### config.mk
export PLATFORM = sky130hd
export DESIGN_NAME = fifo_drain_ctrl
export DESIGN_NICKNAME = d
export VERILOG_FILES = /design/src/rtl/fifo_drain_ctrl.sv
export SDC_FILE = /design/constraint.sdc
export NUM_CORES = 1
export LEC_CHECK = 0
export ABC_AREA = 1
export BUFFER_PORTS_ARGS = -buffer_cell sky130_fd_sc_hd__buf_2
export CORE_MARGIN = 2
export CORE_UTILIZATION = 45
export CTS_CLUSTER_DIAMETER = 30
export DETAILED_ROUTE_END_ITERATION = 8
export PLACE_DENSITY = 0.72
export SETUP_SLACK_MARGIN = 0.3
export SYNTH_ARGS = -nofsm -noshare
export SYNTH_HDL_FRONTEND = slang
export SYNTH_SLANG_ARGS = --single-unit
### constraint.sdc
create_clock -name clk -period 3.6 [get_ports clk]
set_input_delay 0.72 -clock clk [delete_from_list [all_inputs] [get_ports clk]]
set_output_delay 0.72 -clock clk [all_outputs]
set_load 0.01 [all_outputs]
### src/rtl/fifo_drain_ctrl.sv
// ---------------------------------------------------------------------------
// fifo_drain_ctrl
// Read-side sequencer for the sample FIFO. The FIFO has a 1-cycle registered
// read and no level output. This block pops samples in bursts of up to
// BURST_LEN words and presents them on a valid/ready stream with first/last
// framing. It also counts writes the FIFO dropped because it was full.
//
// Ports
//   clk, rst_n       clock, asynchronous active-low reset
//   enable_i         allow new bursts (sampled only while idle)
//   fifo_empty_i     FIFO empty flag
//   fifo_full_i      FIFO full flag
//   fifo_wr_en_i     FIFO write enable (monitored for overflow only)
//   fifo_rd_en_o     single-cycle pop strobe to the FIFO
//   fifo_rd_data_i   FIFO read data, valid the cycle after fifo_rd_en_o
//   m_valid_o/m_ready_i/m_data_o/m_first_o/m_last_o   output beat stream
//   busy_o           high whenever a burst is in progress
//   clr_ovf_i        synchronous clear of the overflow counter
//   ovf_cnt_o        saturating count of dropped writes
// ---------------------------------------------------------------------------
module fifo_drain_ctrl #(
    parameter int unsigned WIDTH     = 24,
    parameter int unsigned BURST_LEN = 4,
    parameter int unsigned CNT_WIDTH = 16
) (
    input  logic                 clk,
    input  logic                 rst_n,
    input  logic                 enable_i,
    input  logic                 fifo_empty_i,
    input  logic                 fifo_full_i,
    input  logic                 fifo_wr_en_i,
    output logic                 fifo_rd_en_o,
    input  logic [WIDTH-1:0]     fifo_rd_data_i,
    output logic                 m_valid_o,
    input  logic                 m_ready_i,
    output logic [WIDTH-1:0]     m_data_o,
    output logic                 m_first_o,
    output logic                 m_last_o,
    output logic                 busy_o,
    input  logic                 clr_ovf_i,
    output logic [CNT_WIDTH-1:0] ovf_cnt_o
);

    localparam int unsigned BEAT_W = (BURST_LEN > 1) ? $clog2(BURST_LEN) : 1;
    localparam logic [BEAT_W-1:0]    LAST_BEAT = BEAT_W'(BURST_LEN - 1);
    localparam logic [CNT_WIDTH-1:0] CNT_MAX   = {CNT_WIDTH{1'b1}};

    typedef enum logic [1:0] {
        ST_IDLE    = 2'd0,
        ST_READ    = 2'd1,
        ST_CAPTURE = 2'd2,
        ST_SEND    = 2'd3
    } state_e;

    state_e                 state_q, state_d;
    logic [BEAT_W-1:0]      beat_q, beat_d;
    logic [WIDTH-1:0]       data_q, data_d;
    logic                   first_q, first_d;
    logic                   last_q, last_d;
    logic                   rd_en_q, rd_en_d;
    logic                   valid_q, valid_d;
    logic                   busy_q, busy_d;
    logic [CNT_WIDTH-1:0]   ovf_q, ovf_d;

    // State and output registers; reset aborts any burst in flight.
    always_ff @(posedge clk or negedge rst_n) begin
        if (!rst_n) begin
            state_q <= ST_IDLE;
            beat_q  <= '0;
            data_q  <= '0;
            first_q <= 1'b0;
            last_q  <= 1'b0;
            rd_en_q <= 1'b0;
            valid_q <= 1'b0;
            busy_q  <= 1'b0;
            ovf_q   <= '0;
        end else begin
            state_q <= state_d;
            beat_q  <= beat_d;
            data_q  <= data_d;
            first_q <= first_d;
            last_q  <= last_d;
            rd_en_q <= rd_en_d;
            valid_q <= valid_d;
            busy_q  <= busy_d;
            ovf_q   <= ovf_d;
        end
    end

    // Next-state logic. A not-last beat implies the FIFO still holds data,
    // since this block is its only reader, so SEND may go straight to READ.
    always_comb begin
        state_d = state_q;
        case (state_q)
            ST_IDLE: begin
                if (enable_i && !fifo_empty_i) begin
                    state_d = ST_READ;
                end else begin
                    state_d = ST_IDLE;
                end
            end
            ST_READ:    state_d = ST_CAPTURE;
            ST_CAPTURE: state_d = ST_SEND;
            ST_SEND: begin
                if (valid_q && m_ready_i) begin
                    state_d = last_q ? ST_IDLE : ST_READ;
                end else begin
                    state_d = ST_SEND;
                end
            end
            default: state_d = ST_IDLE;
        endcase
    end

    // Output/datapath next values. Strobes are decoded from the next state so
    // the registered outputs line up with the state they describe.
    always_comb begin
        beat_d  = beat_q;
        data_d  = data_q;
        first_d = first_q;
        last_d  = last_q;
        case (state_q)
            ST_IDLE: begin
                if (state_d == ST_READ) begin
                    beat_d = '0;
                end else begin
                    beat_d = beat_q;
                end
            end
            ST_CAPTURE: begin
                // fifo_empty_i here already reflects the pop just performed.
                data_d  = fifo_rd_data_i;
                first_d = (beat_q == '0);
                last_d  = (beat_q == LAST_BEAT) || fifo_empty_i;
            end
            ST_SEND: begin
                if (state_d == ST_READ) begin
                    beat_d = beat_q + BEAT_W'(1);
                end else begin
                    beat_d = beat_q;
                end
            end
            default: beat_d = beat_q;
        endcase
        rd_en_d = (state_d == ST_READ);
        valid_d = (state_d == ST_SEND);
        busy_d  = (state_d != ST_IDLE);
    end

    // Overflow counter next value: clear wins, otherwise saturating increment.
    always_comb begin
        if (clr_ovf_i) begin
            ovf_d = '0;
        end else if (fifo_wr_en_i && fifo_full_i && (ovf_q != CNT_MAX)) begin
            ovf_d = ovf_q + CNT_WIDTH'(1);
        end else begin
            ovf_d = ovf_q;
        end
    end

    assign fifo_rd_en_o = rd_en_q;
    assign m_valid_o    = valid_q;
    assign m_data_o     = data_q;
    assign m_first_o    = first_q;
    assign m_last_o     = last_q;
    assign busy_o       = busy_q;
    assign ovf_cnt_o    = ovf_q;

endmodule
==> results of run 1 <==
==> worst max-delay path: cells and delay by family (launching register included) <==
| kind | cells | cell delay [ns] |
|---|---|---|
| AND/OR/NAND/NOR | 7 | 0.83 |
| flip-flops | 1 | 0.39 |
| buffers and inverters | 3 | 1.00 |
| adder cells (fa/ha/maj) | 1 | 0.16 |
==> per-stage QoR <==
stage               instance area [um^2]  hold WS, ns  util (%)  std cells
floorplan                           2420        0.424         -        302
global placement                    2870        0.448      55.8        443
detailed placement                  2870        0.454      55.8        443
CTS                                 2990        0.477      58.1        451
global route                        2990        0.507      58.1        451
finish                              2990        0.466      58.1        451
==> kinds of logic (layout without fill, tap and decap cells) <==
group | count (synthesis) | count (layout) | share of synthesized area (%)
and+or+nand+nor | 191 | 191 | 34.5
DFF | 49 | 49 | 50.7
buffers and inverters | 32 | 111 | 5.28
AOI/OAI and AO/OA | 21 | 21 | 5.18
adders and majority gates | 7 | 7 | 3.62
xor gates and xnor gates | 2 | 2 | 0.725
==> layout by cell type (no fill, tap or decap), drive strengths merged, types with 2 or more instances in the layout <==
cell,instances
o21ai,17
dfrtp,49
nand2,135
nand4,13
xor2,2
clkbuf,6
nor2,22
a21oi,2
o21bai,2
inv,24
nand3,17
ha,7
or2,2
buf,78
==> flip-flops by register name, summed over array words and instances (netlist names) <==
| name | count |
|---|---|
| m_data_o | 24 |
| ovf_cnt_o | 16 |
| beat_q | 2 |
| state_q | 2 |
| busy_o | 1 |
| fifo_rd_en_o | 1 |
| m_first_o | 1 |
| m_last_o | 1 |
| m_valid_o | 1 |
==> layout make-up <==
| cell class | count | area (um^2) |
|---|---|---|
| clock buffers | 6 | 82.6 |
| clock inverters | 2 | 37.5 |
| fillers | 476 | 2150 |
| inverters | 25 | 93.8 |
| multi-input cells | 221 | 1060 |
| flip-flops and latches | 49 | 1230 |
| well taps | 70 | 87.6 |
| repair buffers | 78 | 395 |
==> metal layers <==
layer	GRT usage, %	part of all wire, %	routed length, um	up-vias
met5	0	0	0	-
met4	4.64	1.3	72	0
met3	4.82	5.8	319	9
met2	33.1	50	2740	66
met1	25.2	43	2360	1028
li1	-	-	-	1107
==> power breakdown <==
part / internal (mW) / switching, mW
registers: 0.734 / 0.0988
logic: 0.278 / 0.480
clock network: 0.226 / 0.187
==> path summary, 6_finish.rpt <==
kind,startpoint,end,depth (start not counted)
worst max register to register,state_q[0]$_DFF_PN0_,beat_q[0]$_DFFE_PN0P_,11
max in group asynchronous,rst_n,beat_q[0]$_DFFE_PN0P_,2
worst min register to register,m_data_o[20]$_DFFE_PN0P_,m_data_o[20]$_DFFE_PN0P_,2
worst min-delay path,rst_n,ovf_cnt_o[12]$_DFFE_PN0P_,1
min in group clk,m_data_o[20]$_DFFE_PN0P_,m_data_o[20]$_DFFE_PN0P_,2
worst max-delay path,state_q[0]$_DFF_PN0_,beat_q[0]$_DFFE_PN0P_,11
==> run summary, run 1 <==
The final route contains 2210 vias. For the count of cell types in the netlist, the log shows 23. The area of the core is 0.00514 mm^2, and the HPWL after detailed placement is 4.02 mm. In this run the worst hold path is classified as in -> async. The tools report the sum of negative setup slack as 0 ns. In the synthesized netlist, the number of instances is 302. For the antenna violation net count after detailed routing, the log shows 0. On the worst path, the slowest cell contributes a delay of 0.62 ns.

Dividing the final minimum period by the clock period gives 68.3%. Max-cap violations in this run came to 0. The pre-CTS setup slack was 1.14 ns; the areal power density over the cells was 671 mW/mm^2. Across the routed clock network, the largest skew measured is 0.00709 ns. Once the clock tree was built, the resizer swapped 0 gates to a different size. STA classifies the critical path startpoint as a flop. The share of synthesized area in the top cell type comes to 50.7%. The run finished with clean final reports. Once the floorplan was initialized, standard cells occupied 47.0% of the core.

Global routing used 19.5% of the available tracks across all layers. The tools report the via count of the first global-routing pass as 2056. After detailed routing, the number of vias per cell comes to 4.90. The vertical extent of the die was 77.3 um.

The DRC violation count after routing is 0, and the total I/O pin count is 77. After clock tree synthesis, the clock-pin slew on the worst setup and hold paths is 0.09 ns. The floorplan has 26 rows. The initial antenna violation count was 0; the number of synthesis warnings was 0.

The logs give 0 for the number of buffers inserted to repair setup after CTS and 2 for the buffer depth of the longest clock path. The synthesized design contains 49 register bits. The tools report the area of the die as 0.00597 mm^2. The run gives 0 as the final hold violation count. For this run the aggregate overflow at the end of global routing stands at 0. Headroom to the max-slew limit came out at 49.9%. STA classifies the critical path endpoint as a flop.

The most common cell in the synthesized netlist is sky130_fd_sc_hd__nand2_1. Traced cell by cell, the critical path runs through inv_1 -> ha_1 -> buf_4 -> clkinv_1 -> nand3_1 -> nand2_1 -> nand3_1 -> nand2_1 -> nand2_1 -> nand2_1 -> nand2_1. The average footprint of a synthesized cell is 8.00 um^2.

The first global-routing pass estimated 9.40 mm of wire. The share of flip-flops with an asynchronous set or reset after synthesis came out at 100%. The tools report the detailed-route wire length as 5.49 mm.

The cell area that synthesis handed to floorplanning was 0.00242 mm^2. The maximum clock frequency was 0.406 GHz. Routability-driven placement finished with a final weighted congestion of 0.822. The worst-case IR drop observed on VDD is 0.444 mV. The repair_antennas step left the layout with diodes totalling 0. In this run, synthesis inferred 0 flip-flops with an integrated enable. By area the synthesized netlist is led by sky130_fd_sc_hd__dfrtp_1 51%, sky130_fd_sc_hd__nand2_1 21%, sky130_fd_sc_hd__inv_1 3.7%. Entering global routing, the biggest net connects 33 pins. The number of nets at the end of the flow came out at 419. The power consumption came out at 2.00 mW. The data required time of the worst path came out at 3.84 ns. Summed over all cells, the static leakage comes to 1.63 nW. The number of I/O port buffers came out at 76. The number of hold buffers added after CTS is 0, and the die extent in x is 77.3 um. The fraction of layout instances using a drive strength above 1 was 25.7%; the total number of clock tree sinks was 49. The run gives 0 as the final-report setup violation count. The count of TritonRoute iterations in the first routing pass came out at 4. For the iteration-0 DRC count of the detailed router, the log shows 104.

Counting I/O delays and the setup requirement, the final critical path takes 2.46 ns. The slowest stage of the critical path is the sky130_fd_sc_hd__clkinv_1 cell. Of the synthesized area, sequential elements account for 50.7%. The tools report the CTS root buffer as sky130_fd_sc_hd__clkbuf_8. The largest area contributor in the synthesized netlist is sky130_fd_sc_hd__dfrtp_1. Number of CTS-inserted buffers: 5. For the minimum setup slack among reg-to-reg paths, the log shows 1.14 ns. The area growth from synthesis to layout is 23.6%. The critical path is of the reg -> reg type. Setup repair after global routing left no endpoint under its margin.

In the synthesized netlist, the cells that appear most often are 134 x sky130_fd_sc_hd__nand2_1, 49 x sky130_fd_sc_hd__dfrtp_1, 24 x sky130_fd_sc_hd__inv_1, 17 x sky130_fd_sc_hd__nand3_1, 17 x sky130_fd_sc_hd__nor2_1. The flip-flop cell with the highest count after synthesis was sky130_fd_sc_hd__dfrtp_1. STA puts the critical path data arrival time at 2.70 ns.

The maximum level of the CTS H-tree was 2; the largest fanout of any net on the critical path was 29. The worst-case setup margin in the final layout is 1.14 ns. Most frequent cell on the critical path: sky130_fd_sc_hd__nand2_1. The net count of the mapped netlist came out at 341.

TritonCTS built the clock tree. For the pin with the worst max-slew slack, the measured transition is 0.752 ns. After detailed routing, the average wire length per cell comes to 12.2 um. The run gives 0 as the count of final max-slew check failures.

The tools report the clock latency of the later-clocked register in the worst-skew pair as 0.31 ns.
Note: power is estimated with default switching activity, not from simulation.
==> run 2, diff against run 1 <==
--- a/config.mk
+++ b/config.mk
@@ -5,13 +5,13 @@
 export SDC_FILE = /design/constraint.sdc
 export NUM_CORES = 1
 export LEC_CHECK = 0
-export ABC_AREA = 1
+export ABC_AREA = 0
 export BUFFER_PORTS_ARGS = -buffer_cell sky130_fd_sc_hd__buf_2
 export CORE_MARGIN = 2
 export CORE_UTILIZATION = 45
 export CTS_CLUSTER_DIAMETER = 30
 export DETAILED_ROUTE_END_ITERATION = 8
-export PLACE_DENSITY = 0.72
+export PLACE_DENSITY = 0.75
 export SETUP_SLACK_MARGIN = 0.3
 export SYNTH_ARGS = -nofsm -noshare
 export SYNTH_HDL_FRONTEND = slang
==> constraint.sdc (replaced) <==
create_clock -name clk -period 2.25 [get_ports clk]
set_input_delay 0.45 -clock clk [delete_from_list [all_inputs] [get_ports clk]]
set_output_delay 0.45 -clock clk [all_outputs]
set_load 0.01 [all_outputs]
==> run 2 against run 1 <==
  * Final area decreased by 2.6%
  * Via count decreased by 19%
  * Worst setup slack got worse by 0.65 ns
  * Core utilization decreased by 0.41 points
  * Die area decreased by 3.3%
  * Combinational power increased by 59%
  * Global-route usage decreased by 3.1 points
  * Clock power increased by 39%
  * Critical endpoint is now ovf_cnt_o[6]$_DFFE_PN0P_
  * Largest cell class unchanged
  * Highest routed layer unchanged
==> run summary, run 2 <==
The run finished with clean final reports. The average footprint of a synthesized cell came out at 11.8 um^2 (+47%). The largest fanout of any net on the critical path is 11 (-62%). The combinational cell fraction of total power is 38.9% (+1.0 points), and the synthesis-stage register bit count is 49 (unchanged).

The iteration-0 DRC count of the detailed router came out at 84 (-19%). The vertical extent of the die is 76.0 um (-1.7%), and the slew at the pin with the worst max-slew slack is 0.578 ns (-0.173 ns). The clock share of power is 18.5% (-2.1 points). The library cell with the highest instance count after synthesis was sky130_fd_sc_hd__dfrtp_1.

The worst register-to-register path ends at ovf_cnt_o[6]$_DFFE_PN0P_. The number of I/O port buffers came out at 76 (unchanged). The detailed-route wire length came out at 4.54 mm (-17%). STA classifies the critical path endpoint as a flop. The tools report the hold slack as 0.146 ns (-0.320 ns).

The share of flip-flops with an asynchronous set or reset after synthesis came out at 100% (unchanged). Count of final max-slew check failures: 0 (unchanged). The met1 wire length is 2.05 mm (-13%), and the worst-case clock skew is 0.00702 ns (-0.0000690 ns). The global route total overflow is 0 (unchanged), and the number of enable-type register cells in the synthesized netlist is 0 (unchanged). The routed length per instance came out at 13.0 um (+6.6%).

The largest area contributor in the synthesized netlist is sky130_fd_sc_hd__dfrtp_1. The library cells used most frequently in the layout, excluding fill and tap cells, are 76 x sky130_fd_sc_hd__buf_2, 49 x sky130_fd_sc_hd__dfrtp_1, 26 x sky130_fd_sc_hd__mux2_2. The tightest min-delay check is of the in -> async type. The signal arrival time at the worst endpoint was 1.98 ns (-0.72 ns); the highest cell delay on the worst timing path was 0.49 ns (-0.13 ns).

The initial antenna violation count is 0 (unchanged). The tools report the maximum number of pins on one net before global-route repair as 27 (-18%). The largest vdd supply drop came out at 0.551 mV (+24%). The fraction of layout instances using a drive strength above 1 works out to 44.6% (+19 points). The net switching power was 1.03 mW (+34%). For the internal power, the log shows 2.07 mW (+68%). The post-route clock period utilization works out to 78.4% (+10 points).

The cell row count is 26 (unchanged), and the flip-flop count of the largest register after layout is 24 (unchanged). The number of nets at the end of the flow came out at 318 (-24%). The sum of met2 wire segment lengths after detailed routing was 2.24 mm (-18%). The run gives 0 (unchanged) as the number of synthesis warnings. Highest layer used for signal routing: met4.

The reg-to-reg critical path startpoint is ovf_cnt_o[0]$_DFFE_PN0P_. By count the netlist is led by 49 x sky130_fd_sc_hd__dfrtp_1, 26 x sky130_fd_sc_hd__mux2_2, 13 x sky130_fd_sc_hd__nand2_1. The total I/O pin count is 77 (unchanged), and the sum of buffers and inverters on the critical path is 0 (-3). The die extent in x was 76.0 um (-1.7%); the fraction of post-synthesis cell area in the top cell type by area was 52.6% (+1.9 points).

The slowest stage of the critical path is the sky130_fd_sc_hd__or4_1 cell. For the sum of negative setup slack, the log shows 0 ns (unchanged). The wire length of the first global-routing pass is 7.84 mm (-17%), and the area of the core is 0.00504 mm^2 (-1.9%).

The critical path goes through ha_1 -> and3_2 -> nand2_1 -> or4_1 -> a21oi_1. The CTS root buffer was sky130_fd_sc_hd__clkbuf_8. The post-layout minimum cycle time is 1.76 ns (-0.696 ns), and the areal power density over the cells is 1070 mW/mm^2 (+59%).

Ranked by total cell area, the synthesized netlist is headed by sky130_fd_sc_hd__dfrtp_1 53%, sky130_fd_sc_hd__mux2_2 13%, sky130_fd_sc_hd__ha_1 3.8%. For the placed instance area, the log shows 0.00280 mm^2 (-2.2%). The worst setup path is launched from a flop. The data required time of the worst path is 2.47 ns (-1.37 ns). The logs give 42.6% (+1.1 points) for the sequential fraction of design power and 0.00291 mm^2 (-2.6%) for the final instance area. The detailed-routed wire length on met3 is 215 um (-33%), and the antenna violation net count after detailed routing is 0 (unchanged). Buffer depth of the longest clock path: 2 (unchanged). The worst setup path is of the reg -> reg kind. The number of cells produced by synthesis is 198 (-34%).

For the count of cell types in the netlist, the log shows 41 (+78%). The total number of clock tree sinks is 49 (unchanged), and the final hold violation count is 0 (unchanged). For the number of hold buffers added after CTS, the log shows 0 (unchanged).

Setup repair after global routing left no endpoint under its margin. The final-report setup violation count is 0 (unchanged). The flip-flop cell with the highest count after synthesis is sky130_fd_sc_hd__dfrtp_1. TritonCTS built the clock tree. The relative slew slack is 61.4% (+12 points). The minimum setup slack among reg-to-reg paths is 0.49 ns (-0.65 ns), and the routability congestion estimate is 0.796 (-3.2%).

The number of CTS-inserted buffers was 5 (unchanged). The clock latency of the later-clocked register in the worst-skew pair was 0.30 ns (about the same); the aggregate global-route resource usage was 16.4% (-3.1 points). The most common cell after layout, fill and taps aside was sky130_fd_sc_hd__buf_2. The starting density of the core is 46.3% (-0.78 points), and the growth of design area from synthesis to finish is 24.7%.

The summed instance area of the synthesized netlist was 0.00233 mm^2 (-3.5%). For the count of TritonRoute iterations in the first routing pass, the log shows 4 (unchanged). DRC violation count after routing: 0 (unchanged).

The clock-pin transition on the worst setup and hold timing paths came out at 0.09 ns (about the same). The logs give 0.567 GHz (+39%) for the maximum clock frequency and 52.6% (+1.9 points) for the part of the Yosys area used for sequential elements. The cell family contributing the most delay on the critical path is simple AND/OR/NAND/NOR gates. The logic depth of the worst register-to-register path was 5 (-6). The switching part of the total is 33.2% (-5.1 points). The logs give 1.42 nW (-13%) for the static leakage power and 1725 (-16%) for the via count of the first global-routing pass. For the net count of the mapped netlist, the log shows 237 (-30%).

The maximum level of the CTS H-tree was 2 (unchanged). The tools report the HPWL after detailed placement as 3.35 mm (-17%). The count of antenna diodes in the layout was 0 (unchanged); the via density per instance was 5.09 (+4.0%). Reported max-cap violation count: 0 (unchanged). The run gives 0.00577 mm^2 (-3.3%) as the area of the die. The vias after detailed routing was 1783 (-19%).
-- run 2: changes by cell type in the layout (fill, tap and decap cells not counted), sizes merged, moves of 4 or more --
cell | before | now
nor2b | 0 | 8
a21oi | 2 | 11
inv | 24 | 12
nor2 | 22 | 11
nand2 | 135 | 13
buf | 78 | 82
nand3 | 17 | 5
o21ai | 17 | 2
mux2 | 0 | 32
nand4 | 13 | 6
-- run 2: worst max-delay path by stage --
stage                     slack [ns]  cells after the start                       end                startpoint
after floorplan                 0.52                      6     beat_q[0]$_DFFE_PN0P_      state_q[0]$_DFF_PN0_
after global placement          0.46                      7     beat_q[1]$_DFFE_PN0P_      state_q[0]$_DFF_PN0_
after detailed placement        0.42                      7     beat_q[0]$_DFFE_PN0P_      state_q[0]$_DFF_PN0_
after CTS                       0.39                      5  ovf_cnt_o[6]$_DFFE_PN0P_  ovf_cnt_o[0]$_DFFE_PN0P_
after global routing            0.34                      7     beat_q[1]$_DFFE_PN0P_      state_q[0]$_DFF_PN0_
final                           0.49                      5  ovf_cnt_o[6]$_DFFE_PN0P_  ovf_cnt_o[0]$_DFFE_PN0P_
-- run 2: per-stage QoR --
step                      total power [mW]  instances  setup slack [ns]  util (%)
after global placement                2.52        342             0.457      55.6
final                                 3.10        350             0.486      57.7
after CTS                             3.14        350             0.394      57.7
after detailed placement              2.56        342             0.422      55.6
after global routing                  3.31        350             0.344      57.7
after floorplan                       2.09        198             0.519         -
-- run 2: power by group through the flow --
stage	clock, mW	sequential (mW)	combinational (mW)
floorplan	0	1.46	0.633
global placement	0	1.33	1.19
detailed placement	0	1.34	1.22
CTS	0.594	1.33	1.22
global route	0.616	1.36	1.34
finish	0.575	1.32	1.21
-- run 2: repair_timing --
action,4_1_cts,5_1_grt
endpoints found under the setup margin,0,6
hold endpoints to repair,0,0
buffers inserted,0,0
resized for setup,0,3
-- run 2: worst reg2reg max path: stages (launching register included) --
cell	delay [ns]
sky130_fd_sc_hd__dfrtp_1	0.42
sky130_fd_sc_hd__ha_1	0.19
sky130_fd_sc_hd__and3_2	0.29
sky130_fd_sc_hd__nand2_1	0.15
sky130_fd_sc_hd__or4_1	0.50
sky130_fd_sc_hd__a21oi_1	0.15
-- run 2: cells by family (layout without fill, tap and decap cells) --
logic type               count (synthesis)  count (layout)  synth area share [%]
AO/OA/AOI/OAI                           31              31                  9.07
adder cells (fa/ha/maj)                  7               7                  3.76
buffers and inverters                   19             101                  3.59
flip-flops                              49              49                  52.6
multiplexers                            33              33                  15.9
AND/OR/NAND/NOR                         59              59                  15.1
-- run 2: area by class of cell --
class	count	area [um^2]
well taps	70	87.6
repair buffers	82	425
multi-input cells	130	1020
fillers	450	2130
clock inverters	1	8.76
flip-flops and latches	49	1230
inverters	11	41.3
clock buffers	7	96.3
-- run 2: per-layer routing --
metal	vias to the layer above	global-route usage [%]
li1	871	-
met1	864	22.4
met2	46	26.8
met3	2	2.96
met4	0	5.45
met5	-	0
